$ cat src/rtl/bcp_if.sv
// Decision-unit / BCP-engine / assignment-table bundle around the scheduler.
// Ports (slave = scheduler side):
//   in : clear, dec_valid, dec_var, dec_val, eng_done, imp_valid, imp_var, imp_val
//   out: dec_ready, eng_start, eng_addr, assign_we, assign_var, assign_val,
//        assigned, values, bcp_done, conflict, conflict_var, overflow
interface bcp_if #(
  parameter int unsigned VAR_NUM = 8,
  parameter int unsigned VAR_W   = 3
);
  logic               clear;
  logic               dec_valid;
  logic               dec_ready;
  logic [VAR_W-1:0]   dec_var;
  logic               dec_val;
  logic               eng_start;
  logic [VAR_W-1:0]   eng_addr;
  logic               eng_done;
  logic               imp_valid;
  logic [VAR_W-1:0]   imp_var;
  logic               imp_val;
  logic               assign_we;
  logic [VAR_W-1:0]   assign_var;
  logic               assign_val;
  logic [VAR_NUM-1:0] assigned;
  logic [VAR_NUM-1:0] values;
  logic               bcp_done;
  logic               conflict;
  logic [VAR_W-1:0]   conflict_var;
  logic               overflow;

  modport slave (
    input  clear, dec_valid, dec_var, dec_val, eng_done, imp_valid, imp_var, imp_val,
    output dec_ready, eng_start, eng_addr, assign_we, assign_var, assign_val,
           assigned, values, bcp_done, conflict, conflict_var, overflow
  );

  modport master (
    output clear, dec_valid, dec_var, dec_val, eng_done, imp_valid, imp_var, imp_val,
    input  dec_ready, eng_start, eng_addr, assign_we, assign_var, assign_val,
           assigned, values, bcp_done, conflict, conflict_var, overflow
  );
endinterface

$ cat src/rtl/bcp_scheduler.sv
// BCP scheduler: accepts one decision, runs one engine pass per queued
// variable, absorbs implied literals, and reports bcp_done or conflict.
// Ports: clock, reset (async active-low), bus (bcp_if.slave) carrying the
// decision handshake, engine control/implication inputs, the assignment
// write strobe, the assigned/values table and the status pulses.
module bcp_scheduler #(
  parameter int unsigned VAR_NUM = 8,
  parameter int unsigned VAR_W   = 3,
  parameter int unsigned Q_DEPTH = 8
) (
  input logic clock,
  input logic reset,
  bcp_if.slave bus
);
  localparam int unsigned PTR_W = (Q_DEPTH > 1) ? $clog2(Q_DEPTH) : 1;
  localparam int unsigned CNT_W = VAR_W + 1;

  localparam logic [2:0] S_IDLE   = 3'd0;
  localparam logic [2:0] S_POP    = 3'd1;
  localparam logic [2:0] S_START  = 3'd2;
  localparam logic [2:0] S_WAIT   = 3'd3;
  localparam logic [2:0] S_FINISH = 3'd4;
  localparam logic [2:0] S_ABORT  = 3'd5;

  logic [2:0]         state_q, state_d;
  logic [VAR_W-1:0]   q_mem [Q_DEPTH];
  logic [PTR_W-1:0]   q_head, q_head_d, q_tail, q_tail_d;
  logic [CNT_W-1:0]   q_count, q_count_d;
  logic               pending_q, pending_d;
  logic               dec_ready_q, dec_ready_d;
  logic               eng_start_q, eng_start_d;
  logic [VAR_W-1:0]   eng_addr_q, eng_addr_d;
  logic               assign_we_q, assign_we_d;
  logic [VAR_W-1:0]   assign_var_q, assign_var_d;
  logic               assign_val_q, assign_val_d;
  logic [VAR_NUM-1:0] assigned_q, assigned_d;
  logic [VAR_NUM-1:0] values_q, values_d;
  logic               bcp_done_q, bcp_done_d;
  logic               conflict_q, conflict_d;
  logic [VAR_W-1:0]   conflict_var_q, conflict_var_d;
  logic               overflow_q, overflow_d;
  logic               push, pop, flush;
  logic [VAR_W-1:0]   push_var;
  logic               q_full;

  assign q_full = (q_count == CNT_W'(Q_DEPTH));

  // Next-state, table, queue-control and output decode.
  always_comb begin
    state_d        = state_q;
    pending_d      = pending_q;
    eng_addr_d     = eng_addr_q;
    assign_we_d    = 1'b0;
    assign_var_d   = assign_var_q;
    assign_val_d   = assign_val_q;
    assigned_d     = assigned_q;
    values_d       = values_q;
    conflict_var_d = conflict_var_q;
    overflow_d     = overflow_q;
    push           = 1'b0;
    push_var       = '0;
    pop            = 1'b0;
    flush          = 1'b0;

    case (state_q)
      S_IDLE: begin
        if (bus.clear) begin
          assigned_d = '0;
          values_d   = '0;
          overflow_d = 1'b0;
          pending_d  = 1'b0;
          flush      = 1'b1;
        end else if (bus.dec_valid) begin
          conflict_var_d = '0;
          pending_d      = 1'b0;
          if (assigned_q[bus.dec_var]) begin
            if (values_q[bus.dec_var] == bus.dec_val) begin
              state_d = S_FINISH;
            end else begin
              conflict_var_d = bus.dec_var;
              state_d        = S_ABORT;
            end
          end else begin
            assigned_d[bus.dec_var] = 1'b1;
            values_d[bus.dec_var]   = bus.dec_val;
            assign_we_d  = 1'b1;
            assign_var_d = bus.dec_var;
            assign_val_d = bus.dec_val;
            push         = 1'b1;
            push_var     = bus.dec_var;
            state_d      = S_POP;
          end
        end
      end
      S_POP: begin
        if (q_count == '0) begin
          state_d = S_FINISH;
        end else begin
          pop        = 1'b1;
          eng_addr_d = q_mem[q_head];
          state_d    = S_START;
        end
      end
      S_START: state_d = S_WAIT;
      S_WAIT: begin
        // Implication is absorbed before any eng_done transition so a
        // same-cycle contradiction or overflow still steers to ABORT.
        if (bus.imp_valid) begin
          if (!assigned_q[bus.imp_var]) begin
            assigned_d[bus.imp_var] = 1'b1;
            values_d[bus.imp_var]   = bus.imp_val;
            assign_we_d  = 1'b1;
            assign_var_d = bus.imp_var;
            assign_val_d = bus.imp_val;
            if (q_full) begin
              overflow_d = 1'b1;
              pending_d  = 1'b1;
            end else begin
              push     = 1'b1;
              push_var = bus.imp_var;
            end
          end else if (values_q[bus.imp_var] != bus.imp_val) begin
            if (!pending_q) conflict_var_d = bus.imp_var;
            pending_d = 1'b1;
          end
        end
        if (bus.eng_done) state_d = pending_d ? S_ABORT : S_POP;
      end
      S_FINISH: state_d = S_IDLE;
      S_ABORT: begin
        flush   = 1'b1;
        state_d = S_IDLE;
      end
      default: state_d = S_IDLE;
    endcase

    dec_ready_d = (state_d == S_IDLE);
    eng_start_d = (state_d == S_START);
    bcp_done_d  = (state_d == S_FINISH);
    conflict_d  = (state_d == S_ABORT);

    q_head_d  = q_head;
    q_tail_d  = q_tail;
    q_count_d = q_count;
    if (flush) begin
      q_head_d  = '0;
      q_tail_d  = '0;
      q_count_d = '0;
    end else begin
      if (push) begin
        q_tail_d  = q_tail + PTR_W'(1);
        q_count_d = q_full ? q_count : q_count + CNT_W'(1);
      end
      if (pop) begin
        q_head_d  = q_head + PTR_W'(1);
        q_count_d = q_count - CNT_W'(1);
      end
    end
  end

  // State and registered outputs.
  always_ff @(posedge clock or negedge reset) begin
    if (!reset) begin
      state_q        <= S_IDLE;
      q_head         <= '0;
      q_tail         <= '0;
      q_count        <= '0;
      pending_q      <= 1'b0;
      dec_ready_q    <= 1'b1;
      eng_start_q    <= 1'b0;
      eng_addr_q     <= '0;
      assign_we_q    <= 1'b0;
      assign_var_q   <= '0;
      assign_val_q   <= 1'b0;
      assigned_q     <= '0;
      values_q       <= '0;
      bcp_done_q     <= 1'b0;
      conflict_q     <= 1'b0;
      conflict_var_q <= '0;
      overflow_q     <= 1'b0;
    end else begin
      state_q        <= state_d;
      q_head         <= q_head_d;
      q_tail         <= q_tail_d;
      q_count        <= q_count_d;
      pending_q      <= pending_d;
      dec_ready_q    <= dec_ready_d;
      eng_start_q    <= eng_start_d;
      eng_addr_q     <= eng_addr_d;
      assign_we_q    <= assign_we_d;
      assign_var_q   <= assign_var_d;
      assign_val_q   <= assign_val_d;
      assigned_q     <= assigned_d;
      values_q       <= values_d;
      bcp_done_q     <= bcp_done_d;
      conflict_q     <= conflict_d;
      conflict_var_q <= conflict_var_d;
      overflow_q     <= overflow_d;
    end
  end

  // Queue storage; contents are don't-care until written.
  always_ff @(posedge clock) begin
    if (push && !flush) q_mem[q_tail] <= push_var;
  end

  assign bus.dec_ready    = dec_ready_q;
  assign bus.eng_start    = eng_start_q;
  assign bus.eng_addr     = eng_addr_q;
  assign bus.assign_we    = assign_we_q;
  assign bus.assign_var   = assign_var_q;
  assign bus.assign_val   = assign_val_q;
  assign bus.assigned     = assigned_q;
  assign bus.values       = values_q;
  assign bus.bcp_done     = bcp_done_q;
  assign bus.conflict     = conflict_q;
  assign bus.conflict_var = conflict_var_q;
  assign bus.overflow     = overflow_q;
endmodule

$ cat src/flat_wrapper.sv
// flat-port wrapper written by rule: the top's interface ports become plain ports
module bcp_scheduler_flat 
#(
  parameter int unsigned VAR_NUM = 8,
  parameter int unsigned VAR_W   = 3,
  parameter int unsigned Q_DEPTH = 8
)
  (clock, reset, bus_clear, bus_dec_valid, bus_dec_var, bus_dec_val, bus_eng_done, bus_imp_valid, bus_imp_var, bus_imp_val, bus_dec_ready, bus_eng_start, bus_eng_addr, bus_assign_we, bus_assign_var, bus_assign_val, bus_assigned, bus_values, bus_bcp_done, bus_conflict, bus_conflict_var, bus_overflow);
  bcp_if #(.VAR_NUM(VAR_NUM), .VAR_W(VAR_W)) bus_i ();
  input logic clock;
  input logic reset;
  input wire logic [$bits(bus_i.clear)-1:0] bus_clear;
  input wire logic [$bits(bus_i.dec_valid)-1:0] bus_dec_valid;
  input wire logic [$bits(bus_i.dec_var)-1:0] bus_dec_var;
  input wire logic [$bits(bus_i.dec_val)-1:0] bus_dec_val;
  input wire logic [$bits(bus_i.eng_done)-1:0] bus_eng_done;
  input wire logic [$bits(bus_i.imp_valid)-1:0] bus_imp_valid;
  input wire logic [$bits(bus_i.imp_var)-1:0] bus_imp_var;
  input wire logic [$bits(bus_i.imp_val)-1:0] bus_imp_val;
  output wire logic [$bits(bus_i.dec_ready)-1:0] bus_dec_ready;
  output wire logic [$bits(bus_i.eng_start)-1:0] bus_eng_start;
  output wire logic [$bits(bus_i.eng_addr)-1:0] bus_eng_addr;
  output wire logic [$bits(bus_i.assign_we)-1:0] bus_assign_we;
  output wire logic [$bits(bus_i.assign_var)-1:0] bus_assign_var;
  output wire logic [$bits(bus_i.assign_val)-1:0] bus_assign_val;
  output wire logic [$bits(bus_i.assigned)-1:0] bus_assigned;
  output wire logic [$bits(bus_i.values)-1:0] bus_values;
  output wire logic [$bits(bus_i.bcp_done)-1:0] bus_bcp_done;
  output wire logic [$bits(bus_i.conflict)-1:0] bus_conflict;
  output wire logic [$bits(bus_i.conflict_var)-1:0] bus_conflict_var;
  output wire logic [$bits(bus_i.overflow)-1:0] bus_overflow;
  assign bus_i.clear = bus_clear;
  assign bus_i.dec_valid = bus_dec_valid;
  assign bus_i.dec_var = bus_dec_var;
  assign bus_i.dec_val = bus_dec_val;
  assign bus_i.eng_done = bus_eng_done;
  assign bus_i.imp_valid = bus_imp_valid;
  assign bus_i.imp_var = bus_imp_var;
  assign bus_i.imp_val = bus_imp_val;
  assign bus_dec_ready = bus_i.dec_ready;
  assign bus_eng_start = bus_i.eng_start;
  assign bus_eng_addr = bus_i.eng_addr;
  assign bus_assign_we = bus_i.assign_we;
  assign bus_assign_var = bus_i.assign_var;
  assign bus_assign_val = bus_i.assign_val;
  assign bus_assigned = bus_i.assigned;
  assign bus_values = bus_i.values;
  assign bus_bcp_done = bus_i.bcp_done;
  assign bus_conflict = bus_i.conflict;
  assign bus_conflict_var = bus_i.conflict_var;
  assign bus_overflow = bus_i.overflow;
  bcp_scheduler #(.VAR_NUM(VAR_NUM), .VAR_W(VAR_W), .Q_DEPTH(Q_DEPTH)) u_core (.clock(clock), .reset(reset), .bus(bus_i));
endmodule
$ cat config.mk
export PLATFORM = sky130hd
export DESIGN_NAME = bcp_scheduler_flat
export DESIGN_NICKNAME = d
export VERILOG_FILES = /design/src/rtl/bcp_if.sv /design/src/rtl/bcp_scheduler.sv /design/src/flat_wrapper.sv
export SDC_FILE = /design/constraint.sdc
export NUM_CORES = 1
export LEC_CHECK = 0
export CORE_MARGIN = 2
export CORE_UTILIZATION = 55
export DETAILED_ROUTE_END_ITERATION = 10
export PLACE_DENSITY = 0.81
export SLEW_MARGIN = 20
export SYNTH_ARGS = -nofsm -noshare
export SYNTH_HDL_FRONTEND = slang
export SYNTH_SLANG_ARGS = --single-unit
$ cat constraint.sdc
create_clock -name clock -period 5.88 [get_ports clock]
set_input_delay 1.176 -clock clock [delete_from_list [all_inputs] [get_ports clock]]
set_output_delay 1.176 -clock clock [all_outputs]
set_load 0.02 [all_outputs]
# Word level (Yosys, flattened, before mapping)
# Memory sizes are Yosys's and may differ from the RTL's. A register that Yosys moved wholly into a read port is not among the register bits.
# Index checks and enable logic that the tools add are counted.
[op_classes] addsub=4 order_cmp=4 n_bitwise=3 mux=99 n_reduce_logical=19 eq_ne=23
[ops] cell="$mux W3" n=29
[ops] cell="$mux W8" n=10
[ops] cell="$mux W1" n=36
[ops] cell="$pmux W8 S2" n=2
[ops] cell="$pmux W3 S2" n=3
[ops] cell="$bwmux W8" n=2
[ops] cell="$mux W4" n=4
[ops] cell="$or A8 B8 Y8" n=2
[ops] cell="$ne A2 B2 Y1 const B" n=7
[ops] cell="$bmux W1 S3" n=4
[ops] cell="$pmux W1 S2" n=6
[ops] cell="$pmux W3 S4" n=1
[ops] cell="$reduce_and A5 Y1" n=2
[ops] cell="$eq A3 B2 Y1 const B" n=3
[ops] cell="$eq A3 B3 Y1 const B" n=3
[ops] cell="$lt A3 B4 Y1 const B" n=2
[ops] cell="$reduce_and A7 Y1" n=1
[ops] cell="$add A3 B1 Y3 const B" n=2
[ops] cell="$demux W1 S3" n=2
[ops] cell="$ge A3 B1 Y1 const B" n=2
[ops] cell="$logic_not A3 Y1" n=2
[ops] cell="$ne A2 B1 Y1 const B" n=3
[ops] cell="$ne A3 B3 Y1 const B" n=2
[ops] cell="$reduce_and A2 Y1" n=3
[ops] cell="other kinds (14)" n=19
[word_totals] input_bits=14 mem_count=1 wordCells=169 ff_bits=43 mem_bits_rw=24 out_inout_bits=32
[memory_table] name="u_core.q_mem" words=8 word_bits=3 rd=1 rd_clocked_by_memory_dff=1 write_ports=1 line_no="bcp_scheduler.sv:26" rtl="logic [VAR_W-1:0] q_mem [Q_DEPTH];"

# Longest topological paths before layout
[logic_depth] word_depth=11 ltp_mapped=10 depth_no_buf=9

# Least setup slack after synthesis
# No wires, ideal clock.
[synth_path] kind="input to register" start="in bus_imp_var[2]" end="reg u_core.conflict_var_q[0], in the netlist u_core.bus.conflict_var[0]" arrival_time_ns=3.077 path_buffers=1 path_stages=6 setup_time_ns=0.128 required_ns=5.752 slack_ns=2.675 cell_sequence="clkbuf_1 mux4_2 xnor2_2 or4b_1 a22o_1 mux2_1"
[synth_via] elab_chain_cells=5 word_cells_on_any_way=8 classes_between="eq/ne (3); mux (4); reduce/logical (1)"
[synth_rtl] item="from (decl)" line_no="flat_wrapper.sv:18" rtl="input wire logic [$bits(bus_i.imp_var)-1:0] bus_imp_var;"
[synth_rtl] item="$bmux W1 S3" line_no="bcp_scheduler.sv:122" rtl="end else if (values_q[bus.imp_var] != bus.imp_val) begin"
[synth_rtl] item="$mux W1 (implied by the code)" line_no="bcp_scheduler.sv:122"
[synth_rtl] item="$ne A1 B1 Y1" line_no="bcp_scheduler.sv:122"
[synth_rtl] item="$ne A2 B1 Y1 (no source line)"
[synth_rtl] item="$reduce_and A7 Y1 (no source line) *"
[synth_rtl] item="to (signal assigned)" line_no="bcp_scheduler.sv:197" rtl="conflict_var_q <= conflict_var_d;"
[synth_rtl] item="to (decl)" line_no="bcp_scheduler.sv:40" rtl="logic [VAR_W-1:0] conflict_var_q, conflict_var_d;"
# Every way passes the cells marked *; elsewhere a longest branch is shown, timed or not. The select of a mux whose other input is x is not followed.
# A chain may end at the register's enable or synchronous reset.

# Worst setup path in the final report
[layout_path] start="in bus_imp_var[0]" end="mem u_core.q_mem[4][0] (enable)"
[layout_via] elab_chain_cells=8
[layout_rtl] item="$bmux W1 S3" line_no="bcp_scheduler.sv:109" rtl="if (!assigned_q[bus.imp_var]) begin"
[layout_rtl] item="$mux W1 (implied by the code)" line_no="bcp_scheduler.sv:109"
[layout_rtl] item="$mux W1" line_no="bcp_scheduler.sv:109"
[layout_rtl] item="$mux W1" line_no="bcp_scheduler.sv:108" rtl="if (bus.imp_valid) begin"
[layout_rtl] item="$pmux W1 S2" line_no="bcp_scheduler.sv:65" rtl="case (state_q)"
[layout_rtl] item="$logic_and A1 B1 Y1" line_no="bcp_scheduler.sv:204" rtl="if (push && !flush) q_mem[q_tail] <= push_var;"
[layout_rtl] item="$mux W1" line_no="bcp_scheduler.sv:204"
[layout_rtl] item="$mux W1 (implied by the code)" line_no="bcp_scheduler.sv:204"
[layout_rtl] item="to (decl)" line_no="bcp_scheduler.sv:26"
# No other way between the ends. The select of a mux whose other input is x is not followed.

==> out/results.tsv <==
metric	value	unit
drc	0	
required	5.88	ns
fmax	256	MHz
setup.worst_path.end_class	register	
overflow	0	
drive_gt1_frac	0.102	
yosysMostFrequentCell	dfrtp_1	
dp_hpwl	6.33	mm
ys.flop_type	dfrtp_1	
drt-wirelength-per-cell	18.8	um
post_cts_resized	0	
wl	8.87	mm
async_reset_ff_frac	0.657	
num_vias	2935	
power.density	468	mW/mm^2
final.setup.worst_slack	1.97	ns
p_switching	0.835	mW
sw_frac_of_total	0.401	
nets	405	
vias_per_cell	6.23	
synthCells	351	
gp_congestion	0.925	
cap_violations	0	
antenna_found_initial	0	
cts_setup_buffers	0	
critPathKind	input pin to register	
finalSetupTns	0	ns
ys_types	56	
placed_cells	455	
gr-usage-met1	0.311	
synthTopCellsByArea	dfrtp_1 (30%), edfxtp_1 (19%), mux4_2 (4.8%), nand2_1 (4.2%), mux2i_1 (3.7%)	
combinationalPowerShare	0.441	
finalSetupViolCount	0	
ioPinCount	46	
clk_transition_reported_paths	0.07	ns
crit_fanout	18	
rows	30	
clock_skew	0.00992	ns
grtUsageMet2	0.412	
drtIter0Drc	129	
yosys.area.top_type	dfrtp_1	
power_leakage	1.82	nW
cts_buffers	9	
synth_common_cells	dfrtp_1 (45), nand2_1 (42), edfxtp_1 (24), clkbuf_1 (20)	
post-route-min-period	3.91	ns
peakVddDrop	0.000248	V
synth.avg_cell_area	10.8	sq um
start_util	0.564	
yosysWarnings	0	
p_seq_frac	0.373	
grt_pass1_vias	2914	
status	completed	
relSlewSlack	0.462	
rsz0062_at_grt	false	
die_area	0.00757	sq mm
clk_latency	0.35	ns
grt_start_max_net_pins	47	
grt_pass1_wl	14.2	mm
maxSlewViolCount	0	
cts_root_buf	clkbuf_8	
clkPwrFrac	0.186	
startpoint_type	input pin	
portBuffers	45	
first_pass_iters	5	
synthDominantCellAreaShare	0.297	
synth_edf_count	24	
htreeDepth	3	
areaGrowthSynthToFinish	17.5	%
synth-seq-cells	70	
final_cells	471	
grt_usage	0.247	
worst_ep_arrival_time	3.91	ns
use_met3	0.0493	
cts_hold_buf	0	
dp_worst_setup_slack	1.63	ns
finalHoldViolCount	0	
die_height	87.0	um
yosysSeqAreaShare	0.494	
die_x	87.0	um
top_usage_layer	met2	
hp-class	register to register	
p_int	1.25	mW
cts_num_sinks	70	
cts_max_path_buffers	2	
ant_nets	0	
core_area	0.00672	sq mm
postLayoutCoreUtil	0.663	
syn-num-nets	370	
cts_tree	built	
finalCritPeriodShare	0.665	
netlist_area	0.00379	sq mm
tightestPinTransition	0.807	ns
antenna_cells	0	
-- metal layers --
metal,wire length [um],part of all wire
met3,438,0.049
met2,4490,0.51
met4,193,0.022
met5,0,0
met1,3750,0.42
-- critical path: stages --
cell and delay, ns:
clkdlybuf4s50_1 0.96, mux2_2 0.41, o22a_1 0.23, a21o_1 0.20, o21ai_1 0.29, nand2b_1 0.20, nor3b_1 0.44
-- stage by stage --
stage	area (sq um)	hold WS [ns]	total power, mW
floorplan	3790	0.483	1.38
global placement	4250	0.462	1.67
detailed placement	4250	0.470	1.70
CTS	4450	0.487	2.09
global route	4450	0.518	2.22
finish	4450	0.483	2.08
-- placed cells by master (no fill, tap or decap), types with 3 or more instances in the layout --
| master | synthesis | layout |
|---|---|---|
| mux2i_1 | 14 | 14 |
| inv_1 | 6 | 6 |
| a21o_1 | 5 | 5 |
| mux2_2 | 9 | 9 |
| mux2_1 | 7 | 7 |
| nor3_1 | 6 | 6 |
| o21ai_0 | 18 | 18 |
| a211oi_1 | 6 | 6 |
| and2_1 | 6 | 6 |
| nor2b_1 | 4 | 4 |
| a21oi_1 | 18 | 18 |
| ha_1 | 4 | 4 |
| o31a_1 | 3 | 3 |
| dfrtp_1 | 45 | 45 |
| nand2b_1 | 7 | 7 |
| clkbuf_8 | 0 | 9 |
| o31ai_1 | 3 | 3 |
| nand2_1 | 42 | 42 |
| edfxtp_1 | 24 | 24 |
| nand3_1 | 5 | 5 |
| nor2_1 | 15 | 15 |
| o22ai_1 | 8 | 8 |
| clkdlybuf4s50_1 | 0 | 44 |
| o21ai_1 | 6 | 6 |
| o21a_1 | 4 | 4 |
| a22o_1 | 5 | 5 |
| nor3b_1 | 9 | 9 |
| a41o_1 | 3 | 3 |
| or3_1 | 6 | 6 |
| mux4_2 | 8 | 8 |
-- kinds of logic (layout without fill, tap and decap cells) --
kind of cell / count (synthesis) / after routing / share of synthesized area
simple gates: 112 / 112 / 0.152
compound gates: 93 / 93 / 0.161
flops: 70 / 70 / 0.494
mux: 38 / 38 / 0.132
buf+inv: 29 / 69 / 0.0310
fa+ha+maj: 5 / 5 / 0.0185
xor+xnor: 4 / 4 / 0.0112
-- state kept, by name (all words and copies together), names as in the netlist, 3 cells and up --
| name | cells |
|---|---|
| u_core.bus.assigned | 8 |
| u_core.q_count | 4 |
| u_core.bus.eng_addr | 3 |
| u_core.bus.assign_var | 3 |
| u_core.q_tail | 3 |
| u_core.q_mem | 24 |
| u_core.bus.conflict_var | 3 |
| u_core.bus.values | 8 |
| u_core.q_head | 3 |
| u_core.state_q | 3 |
-- layout make-up --
class / instances / area, sq um
clock buffers: 9 / 124
clock inverters: 7 / 73.8
fillers: 512 / 2270
inverters: 7 / 26.3
multi-input cells: 252 / 1800
flip-flops and latches: 70 / 1870
well taps: 80 / 100
repair buffers: 46 / 455
-- final timing paths --
path,end,cells after the start,slack (ns),startpoint
worst max-delay path,u_core.q_mem[4][0],7,1.97,bus_imp_var[0]
worst min register to register,u_core.bus.eng_addr[0],2,0.48,u_core.bus.eng_addr[0]
min in group asynchronous,u_core.q_count[3],1,0.82,reset
worst max register to register,u_core.q_count[3],8,2.79,u_core.q_count[1]
max in group asynchronous,u_core.bus.conflict_var[2],1,4.65,reset
worst min-delay path,u_core.bus.eng_addr[0],2,0.48,u_core.bus.eng_addr[0]
-- power groups by stage --
stage,logic (mW),registers [mW],clock network [mW]
2_1_floorplan,0.555,0.824,0
3_3_place_gp,0.891,0.782,0
3_5_place_dp,0.915,0.787,0
4_1_cts,0.919,0.777,0.397
5_1_grt,1.01,0.797,0.418
6_report,0.918,0.778,0.387
Power figures use the tool's default switching activity.
